File: src/rtl/quadrature_generator_pkg.sv
`default_nettype none
// ============================================================================
// Module      : quadrature_pkg
// Description : Shared FSM encoding, phase type and Gray-code mapping for the
//               quadrature generator and encoder_core.
// Revision    : 1.0 - initial release
// ============================================================================
package quadrature_pkg;

    typedef enum logic [1:0] {
        ST_IDLE = 2'd0,
        ST_RUN  = 2'd1,
        ST_DONE = 2'd2
    } state_t;

    typedef logic [1:0] phase_t;

    // Forward sequence {a,b} indexed by phase: 00, 01, 11, 10
    localparam logic [7:0] c_GRAY_FWD = {2'b10, 2'b11, 2'b01, 2'b00};

    function automatic logic [1:0] phase_to_ab(input phase_t phase);
        return c_GRAY_FWD[{phase, 1'b0} +: 2];
    endfunction

endpackage
`default_nettype wire

File: src/rtl/quadrature_generator_if.sv
`default_nettype none
// ============================================================================
// Module      : quadrature_generator_if
// Description : Command handshake and encoder output bundle for the generator.
// Revision    : 1.0 - initial release
// ============================================================================
interface quadrature_generator_if #(
    parameter int STEP_W = 32,
    parameter int DIV_W  = 16
);
    logic                     enable;
    logic                     cmd_valid;
    logic                     cmd_ready;
    logic signed [STEP_W-1:0] cmd_steps;
    logic        [DIV_W-1:0]  cmd_period;
    logic                     enc_a;
    logic                     enc_b;
    logic                     busy;
    logic                     done;
    logic signed [STEP_W-1:0] position;

    modport master (
        output enable, cmd_valid, cmd_steps, cmd_period,
        input  cmd_ready, enc_a, enc_b, busy, done, position
    );

    modport slave (
        input  enable, cmd_valid, cmd_steps, cmd_period,
        output cmd_ready, enc_a, enc_b, busy, done, position
    );
endinterface
`default_nettype wire

File: src/rtl/quadrature_generator_step_timer.sv
`default_nettype none
// ============================================================================
// Module      : quad_step_timer
// Description : Loadable down-counter that ticks every i_period enabled cycles.
// Revision    : 1.0 - initial release
// ============================================================================
module quad_step_timer #(
    parameter int DIV_W = 16
) (
    input  wire logic             clk,
    input  wire logic             reset_n,
    input  wire logic             i_load,
    input  wire logic             i_count_en,
    input  wire logic [DIV_W-1:0] i_period,
    output logic                  o_tick
);

    logic [DIV_W-1:0] r_count;

    // A count of 1 means this enabled cycle is the last of the interval
    assign o_tick = i_count_en && (r_count <= DIV_W'(1));

    always_ff @(posedge clk or negedge reset_n) begin
        if (!reset_n) begin
            r_count <= '0;
        end else if (i_load) begin
            r_count <= i_period;
        end else if (i_count_en) begin
            if (o_tick) begin
                r_count <= i_period;
            end else begin
                r_count <= r_count - DIV_W'(1);
            end
        end
    end

endmodule
`default_nettype wire

File: src/rtl/quadrature_generator.sv
`default_nettype none
// ============================================================================
// Module      : quadrature_generator
// Description : Emits signed step commands as Gray-code edges on enc_a/enc_b.
// Revision    : 1.0 - initial release
// ============================================================================
module quadrature_generator
    import quadrature_pkg::*;
#(
    parameter int STEP_W = 32,
    parameter int DIV_W  = 16
) (
    input  wire logic              clk,
    input  wire logic              reset_n,
    quadrature_generator_if.slave  bus
);

    state_t              r_state;
    state_t              w_state_next;
    logic                r_dir;
    logic [STEP_W-1:0]   r_remaining;
    logic [DIV_W-1:0]    r_period;
    phase_t              r_phase;
    logic [1:0]          r_enc;
    logic [STEP_W-1:0]   r_position;

    logic                w_accept;
    logic                w_tick;
    logic [STEP_W-1:0]   w_steps_raw;
    logic [STEP_W-1:0]   w_steps_mag;
    logic [DIV_W-1:0]    w_period_in;
    logic [DIV_W-1:0]    w_timer_period;
    phase_t              w_phase_next;

    assign w_steps_raw = bus.cmd_steps;
    // Two's-complement magnitude; the most negative value maps to 2^(STEP_W-1)
    assign w_steps_mag = w_steps_raw[STEP_W-1] ? (~w_steps_raw + STEP_W'(1)) : w_steps_raw;
    assign w_period_in = (bus.cmd_period == '0) ? DIV_W'(1) : bus.cmd_period;
    assign w_timer_period = (r_state == ST_IDLE) ? w_period_in : r_period;
    assign w_phase_next = r_dir ? (r_phase - 2'd1) : (r_phase + 2'd1);

    quad_step_timer #(
        .DIV_W (DIV_W)
    ) u_timer (
        .clk        (clk),
        .reset_n    (reset_n),
        .i_load     (w_accept),
        .i_count_en (bus.enable && (r_state == ST_RUN)),
        .i_period   (w_timer_period),
        .o_tick     (w_tick)
    );

    always_ff @(posedge clk or negedge reset_n) begin
        if (!reset_n) begin
            r_state <= ST_IDLE;
        end else begin
            r_state <= w_state_next;
        end
    end

    always_comb begin
        w_state_next  = r_state;
        w_accept      = 1'b0;
        bus.cmd_ready = 1'b0;
        bus.busy      = 1'b0;
        bus.done      = 1'b0;
        case (r_state)
            ST_IDLE: begin
                bus.cmd_ready = bus.enable && reset_n;
                w_accept      = bus.enable && bus.cmd_valid;
                if (w_accept) begin
                    w_state_next = (w_steps_mag == '0) ? ST_DONE : ST_RUN;
                end
            end
            ST_RUN: begin
                bus.busy = 1'b1;
                if (w_tick && (r_remaining == STEP_W'(1))) begin
                    w_state_next = ST_DONE;
                end
            end
            ST_DONE: begin
                bus.done = 1'b1;
                if (bus.enable) begin
                    w_state_next = ST_IDLE;
                end
            end
            default: begin
                w_state_next = ST_IDLE;
            end
        endcase
    end

    // Phase and position persist across commands; only reset clears them
    always_ff @(posedge clk or negedge reset_n) begin
        if (!reset_n) begin
            r_dir       <= 1'b0;
            r_remaining <= '0;
            r_period    <= DIV_W'(1);
            r_phase     <= '0;
            r_enc       <= 2'b00;
            r_position  <= '0;
        end else if (w_accept) begin
            r_dir       <= w_steps_raw[STEP_W-1];
            r_remaining <= w_steps_mag;
            r_period    <= w_period_in;
        end else if (w_tick) begin
            r_remaining <= r_remaining - STEP_W'(1);
            r_phase     <= w_phase_next;
            r_enc       <= phase_to_ab(w_phase_next);
            r_position  <= r_dir ? (r_position - STEP_W'(1)) : (r_position + STEP_W'(1));
        end
    end

    assign bus.enc_a    = r_enc[1];
    assign bus.enc_b    = r_enc[0];
    assign bus.position = r_position;

endmodule
`default_nettype wire
File: src/flat_wrapper.sv
// flat-port wrapper written by rule: the top's interface ports become plain ports
module quadrature_generator_flat import quadrature_pkg::*;
#(
    parameter int STEP_W = 32,
    parameter int DIV_W  = 16
)
  (clk, reset_n, bus_enable, bus_cmd_valid, bus_cmd_steps, bus_cmd_period, bus_cmd_ready, bus_enc_a, bus_enc_b, bus_busy, bus_done, bus_position);
  quadrature_generator_if #(.STEP_W(STEP_W), .DIV_W(DIV_W)) bus_i ();
  input  wire logic clk;
  input  wire logic reset_n;
  input wire logic [$bits(bus_i.enable)-1:0] bus_enable;
  input wire logic [$bits(bus_i.cmd_valid)-1:0] bus_cmd_valid;
  input wire logic [$bits(bus_i.cmd_steps)-1:0] bus_cmd_steps;
  input wire logic [$bits(bus_i.cmd_period)-1:0] bus_cmd_period;
  output wire logic [$bits(bus_i.cmd_ready)-1:0] bus_cmd_ready;
  output wire logic [$bits(bus_i.enc_a)-1:0] bus_enc_a;
  output wire logic [$bits(bus_i.enc_b)-1:0] bus_enc_b;
  output wire logic [$bits(bus_i.busy)-1:0] bus_busy;
  output wire logic [$bits(bus_i.done)-1:0] bus_done;
  output wire logic [$bits(bus_i.position)-1:0] bus_position;
  assign bus_i.enable = bus_enable;
  assign bus_i.cmd_valid = bus_cmd_valid;
  assign bus_i.cmd_steps = bus_cmd_steps;
  assign bus_i.cmd_period = bus_cmd_period;
  assign bus_cmd_ready = bus_i.cmd_ready;
  assign bus_enc_a = bus_i.enc_a;
  assign bus_enc_b = bus_i.enc_b;
  assign bus_busy = bus_i.busy;
  assign bus_done = bus_i.done;
  assign bus_position = bus_i.position;
  quadrature_generator #(.STEP_W(STEP_W), .DIV_W(DIV_W)) u_core (.clk(clk), .reset_n(reset_n), .bus(bus_i));
endmodule
File: config.mk
export PLATFORM = sky130hd
export DESIGN_NAME = quadrature_generator_flat
export DESIGN_NICKNAME = d
export VERILOG_FILES = /design/src/rtl/quadrature_generator_pkg.sv /design/src/rtl/quadrature_generator_if.sv /design/src/rtl/quadrature_generator_step_timer.sv /design/src/rtl/quadrature_generator.sv /design/src/flat_wrapper.sv
export SDC_FILE = /design/constraint.sdc
export NUM_CORES = 1
export LEC_CHECK = 0
export ABC_CLOCK_PERIOD_IN_PS = 4900
export CORE_MARGIN = 2
export CORE_UTILIZATION = 62
export DETAILED_ROUTE_END_ITERATION = 10
export PLACE_DENSITY = 0.87
export SYNTH_ARGS = -nofsm -noshare
export SYNTH_HDL_FRONTEND = slang
export SYNTH_SLANG_ARGS = --single-unit
File: constraint.sdc
create_clock -name clk -period 4.9 [get_ports clk]
set_input_delay 0.98 -clock clk [delete_from_list [all_inputs] [get_ports clk]]
set_output_delay 0.98 -clock clk [all_outputs]
set_load 0.05 [all_outputs]
After elaboration in Yosys (flattened, before gate mapping)
Cells that the tools add are included.
{"block": "classes", "add_sub_neg": 7, "order_cmp": 1, "n_eq_ne": 6, "shift": 1, "muxes": 19, "n_bitwise": 2, "n_reduce_logical": 12}
{"op": "two-way mux 32 bit", "n": 4}
{"op": "two-way mux 16 bit", "n": 5}
{"op": "adder 32 x 1 -> 32 bit, second input constant", "n": 2}
{"op": "subtractor 32 x 1 -> 32 bit, second input constant", "n": 2}
{"op": "equality test 32 x 1 -> 1 bit, second input constant", "n": 1}
{"op": "logical NOT 32 bit", "n": 1}
{"op": "inverter 32 bit", "n": 1}
{"op": "less-or-equal comparator 16 x 1 -> 1 bit, second input constant", "n": 1}
{"op": "logical NOT 16 bit", "n": 1}
{"op": "subtractor 16 x 1 -> 16 bit, second input constant", "n": 1}
{"op": "two-way mux 2 bit", "n": 5}
{"op": "variable part select 8 x 4 -> 2 bit, first input constant", "n": 1}
{"op": "inequality test 2 bit, second input constant", "n": 3}
{"op": "case mux 2 bit (3 select lines)", "n": 1}
{"op": "logical AND 1 bit", "n": 5}
{"op": "two-way mux 1 bit", "n": 4}
{"op": "nonzero test 2 bit", "n": 2}
{"op": "AND reduction 3 bit", "n": 1}
{"op": "adder 2 x 1 -> 2 bit, second input constant", "n": 1}
{"op": "equality test 2 x 1 -> 1 bit, second input constant", "n": 1}
{"op": "equality test 2 bit, second input constant", "n": 1}
{"op": "logical NOT 2 bit", "n": 1}
{"op": "AND reduction 2 bit", "n": 1}
{"op": "subtractor 2 x 1 -> 2 bit, second input constant", "n": 1}
{"op": "inverter 1 bit", "n": 1}
{"block": "totals", "ff_bits": 103, "in_bits": 52, "output_inout_bits": 37, "elab_cells": 56}

Depth between registers and ports, before layout
{"block": "logic_depth", "depth_word": 7, "mapped_depth": 12}

Hierarchy
From an unflattened synthesis, not the netlist that was laid out.
{"block": "unflattened", "cells_unflattened": 917, "hier_area_um2": 7671.1}
{"module": "quadrature_generator", "n_inst": 1, "cells_each": 786, "area_each_um2": 6512.5, "seq_area_each_um2": 2153.3}
{"module": "quad_step_timer", "n_inst": 1, "cells_each": 131, "area_each_um2": 1158.6, "seq_area_each_um2": 400.4}

Worst setup path before layout
No wires, ideal clock.
{"block": "synth_path", "kind": "input to register", "start": "in bus_cmd_steps[6]", "end": "reg u_core.r_state[1]", "t_arrival_ns": 3.373, "setup_slack_ns": 1.405, "stages": 10, "cell_sequence": "or4_4 buf_6 nor4_4 nand3_2 or4_4 mux2_1 a32o_1 nand4_1 o31a_1 o2bb2ai_2"}
{"block": "synth_via", "elab_chain_len": 7}
{"item": "start: declaration", "line_no": "flat_wrapper.sv:13", "text": "input wire logic [$bits(bus_i.cmd_steps)-1:0] bus_cmd_steps;"}
{"item": "inverter 32 bit", "line_no": "quadrature_generator.sv:37", "text": "assign w_steps_mag = w_steps_raw[STEP_W-1] ? (~w_steps_raw + STEP_W'(1)) : w_steps_raw;"}
{"item": "adder 32 x 1 -> 32 bit", "line_no": "quadrature_generator.sv:37"}
{"item": "two-way mux 32 bit *", "line_no": "quadrature_generator.sv:37"}
{"item": "logical NOT 32 bit *", "line_no": "quadrature_generator.sv:72", "text": "w_state_next = (w_steps_mag == '0) ? ST_DONE : ST_RUN;"}
{"item": "two-way mux 2 bit *", "line_no": "quadrature_generator.sv:72"}
{"item": "two-way mux 2 bit *", "line_no": "quadrature_generator.sv:71", "text": "if (w_accept) begin"}
{"item": "case mux 2 bit (3 select lines) *", "line_no": "quadrature_generator.sv:67", "text": "case (r_state)"}
{"item": "end signal: assignment", "line_no": "quadrature_generator.sv:57", "text": "r_state <= w_state_next;"}
{"item": "end: declaration", "line_no": "quadrature_generator.sv:18", "text": "state_t r_state;"}
Every way passes the cells marked *; elsewhere a longest branch is shown, timed or not. The select of a mux whose other input is x is not followed.
A chain may end at the register's enable or synchronous reset.

Worst setup path after layout
{"block": "layout_path", "start": "in bus_cmd_steps[3]", "end": "reg u_core.r_state[1]"}
Same word-level chain as after synthesis.

==> flow_summary.toml <==
[power]
vdd_drop_max_mv = 0.195
clkPwrFrac_pct = 17.9
power_switching_share_pct = 42.4
power_frac_comb_pct = 44.8
p_switching_uw = 1580
intPower_uw = 2140
seqPwrFrac_pct = 37.3
power_uw = 3720
powerDensity_mw_per_mm2 = 420
leakagePower_uw = 0.00366

[placement]
dp_hpwl_mm = 13.6
dpl_cell_area_sq_mm = 0.00861
place_congestion = 0.901
port_buffers = 88

[cts]
cts.sinks = 102
cts.path.max_buffers = 2
cts_buffers = 9
cts_setup_buffers = 0
post_cts_resized = 0
clk_latency_ns = 0.36
cts_root_buffer = "clkbuf_16"
cts_tree = "built"
clk_pin_slew_worst_paths_ns = 0.06
hold_buffers = 0
htree_levels = 3

[critical_path]
slowest_delay_ns = 0.62
worstPathMaxFanout = 6
cp.buffers_inverters = 1
cp.arrival_ns = 4.11
r2r_slack_ns = 1.50
cp-end-kind = "flip-flop"
crit_type = "in -> reg"
crit_family = "simple AND/OR/NAND/NOR gates"
critical_path.cell_chain = "clkdlybuf4s50_1, or4_4, nor4_4, nand3_2, or4_4, mux2_1, a32o_1, nand4_1, o31a_1, o2bb2ai_2"
crit_required_ns = 5.14
start_kind = "input port"
crit_top_cell = "or4_4"
critical_path.slowest_cell = "or4_4"

[logic_synthesis]
ys_seq_elements = 102
ys.flop_type = "dfrtp_1"
syn_area_sq_mm = 0.00766
synthArstFlopShare_pct = 100
synth_fp_nets = 1041
syn_area_per_cell_sq_um = 8.03
synthDistinctLibCells = 74
synth_edf_count = 0
ys_warn_count = 0
synthCells = 953
synth_seq_area_share_pct = 33.3

[timing]
worstMarginPinSlew_ns = 0.954
hold_viol_final = 0
fin_crit_sh_pct = 79.0
finalMaxSlewViolations = 0
rsz0062_at_grt = "false"
skew_ns = 0.00630
slew_headroom_pct = 36.3
max_freq_ghz = 0.258
fin_hold_ws_ns = 0.472
setup_viol = 0
period_needed_ns = 3.87
tns_ns = 0

[floorplan]
die_w_um = 115
die_area_sq_mm = 0.0133
pin_count = 89
coreArea_sq_mm = 0.0120
rows = 40
start_util_pct = 63.7
die_y_um = 115

[route]
wl_per_cell_um = 16.4
drt_wl_total_mm = 19.1
first_pass_iters = 5
vias = 7348
routedLengthMet1_mm = 8.58
drc_errors = 0
highest_layer = "met4"
detail_route.vias_per_cell = 6.32
drtIter0Drc = 612
dr_wl_met2_mm = 9.37
ant_nets = 0
dr_wl_met3_um = 873

[layout]
nets = 1100
final_common_cell = "nand2_1"
fin_area_sq_mm = 0.00887
mostFrequentLayoutCells = "nand2_1, o21ai_0, dfrtp_1, clkdlybuf4s50_1, a21oi_1"
syn_to_final_growth_pct = 15.8
layout-drive-gt1-share_pct = 5.02
diodes = 0

[hold_path]
worstHoldPathType = "reg -> reg"

[global_route]
grt_max_degree = 81
antenna_found_initial = 0
grt_pass1_vias = 6778
grt_pass1_wl_mm = 32.5
track_usage_pct = 30.3
grt_overflow = 0

[run]
maxCapViolCount = 0

[run_status]
status = "complete, no violations"
[worst reg2reg max path: stages, from the launching register on]
cell,delay [ns]
dfrtp_1,0.57
inv_1,0.21
fa_1,0.45
nor2b_1,0.15
o21a_1,0.16
o21bai_1,0.11
a31oi_1,0.43
a211oi_1,0.21
o31ai_1,0.50
a221oi_1,0.18
xor2_1,0.18
o21ai_0,0.17
[cell usage after synthesis (all sizes together), types with 3 or more instances]
cell	number	area (sq um)
nand2	157	594
nor3b	8	60.1
o41ai	6	60.1
clkbuf	45	169
xor2	23	201
nor2	51	191
nand3	32	165
nor4	15	136
inv	27	101
a31oi	11	68.8
mux2	7	78.8
or2	4	25.0
nor3	34	181
a22oi	4	30.0
o211ai	14	105
o311ai	6	52.6
nand4b	4	35.0
o21a	6	45.0
or3	12	75.1
o21bai	6	45.0
o31ai	10	75.1
a21oi	64	320
nor2b	8	50.1
nor4b	4	35.0
o21ai	106	531
xnor2	45	394
mux2i	4	40.0
nand4	9	56.3
a211oi	8	60.1
dfrtp	101	2530
ha	35	438
nand3b	4	30.0
o221ai	3	26.3
and3	6	37.5
or4	10	86.3
a211o	3	26.3
nand2b	5	31.3
and2	3	18.8
a21o	15	113
o31a	4	35.0
buf	7	35.0
[layer usage]
| layer | vias up | GRT usage, % |
|---|---|---|
| li1 | 3581 | - |
| met1 | 3520 | 41.0 |
| met2 | 222 | 50.8 |
| met3 | 25 | 5.22 |
| met4 | 0 | 7.55 |
| met5 | - | 0 |
[power groups by stage]
stage | logic [uW] | registers, uW | clock network, uW
final | 1670 | 1390 | 668
after global routing | 1870 | 1430 | 709
after CTS | 1660 | 1380 | 673
after detailed placement | 1650 | 1390 | 0
after global placement | 1590 | 1380 | 0
after floorplan | 1190 | 1390 | 0
[path summary, 6_finish.rpt]
check | start | endpoint | cells past startpoint
min in group asynchronous | reset_n | u_core.bus.position[6] | 2
max reg2reg | u_core.r_dir | u_core.bus.position[28] | 11
max in group asynchronous | reset_n | u_core.r_period[1] | 3
max | bus_cmd_steps[3] | u_core.r_state[1] | 10
min reg2reg | u_core.r_period[5] | u_core.r_period[5] | 2
min | u_core.r_period[5] | u_core.r_period[5] | 2
[cells by family after synthesis]
| logic type | Yosys count | synth area share (%) |
|---|---|---|
| AOI/OAI and AO/OA | 290 | 23.6 |
| xor gates and xnor gates | 68 | 7.78 |
| adders and majority gates | 36 | 5.98 |
| buffers and inverters | 79 | 3.99 |
| DFF | 102 | 33.3 |
| muxes | 11 | 1.55 |
| and+or+nand+nor | 367 | 23.7 |
[sequential cells by signal, summed over array words and instances (netlist names)]
name / count
u_core.bus.position: 32
u_core.r_dir: 1
u_core.r_remaining: 32
u_core.r_phase: 1
u_core.r_period: 16
u_core.u_timer.r_count: 16
u_core.r_enc: 2
u_core.r_state: 2
[layout make-up]
| type | count | area [sq um] |
|---|---|---|
| clock inverters | 1 | 7.51 |
| fillers | 948 | 3140 |
| clock buffers | 13 | 250 |
| well taps | 147 | 184 |
| inverters | 27 | 101 |
| flip-flops and latches | 102 | 2550 |
| multi-input cells | 772 | 4810 |
| repair buffers | 100 | 968 |
[stage by stage]
step,instances,setup slack [ns],util (%)
final,1162,1.03,73.9
after CTS,1162,1.03,73.9
after global routing,1162,0.912,73.9
after detailed placement,1148,0.687,71.7
after floorplan,953,1.41,-
after global placement,1148,0.785,71.7
Note: power is estimated with default switching activity, not from simulation.
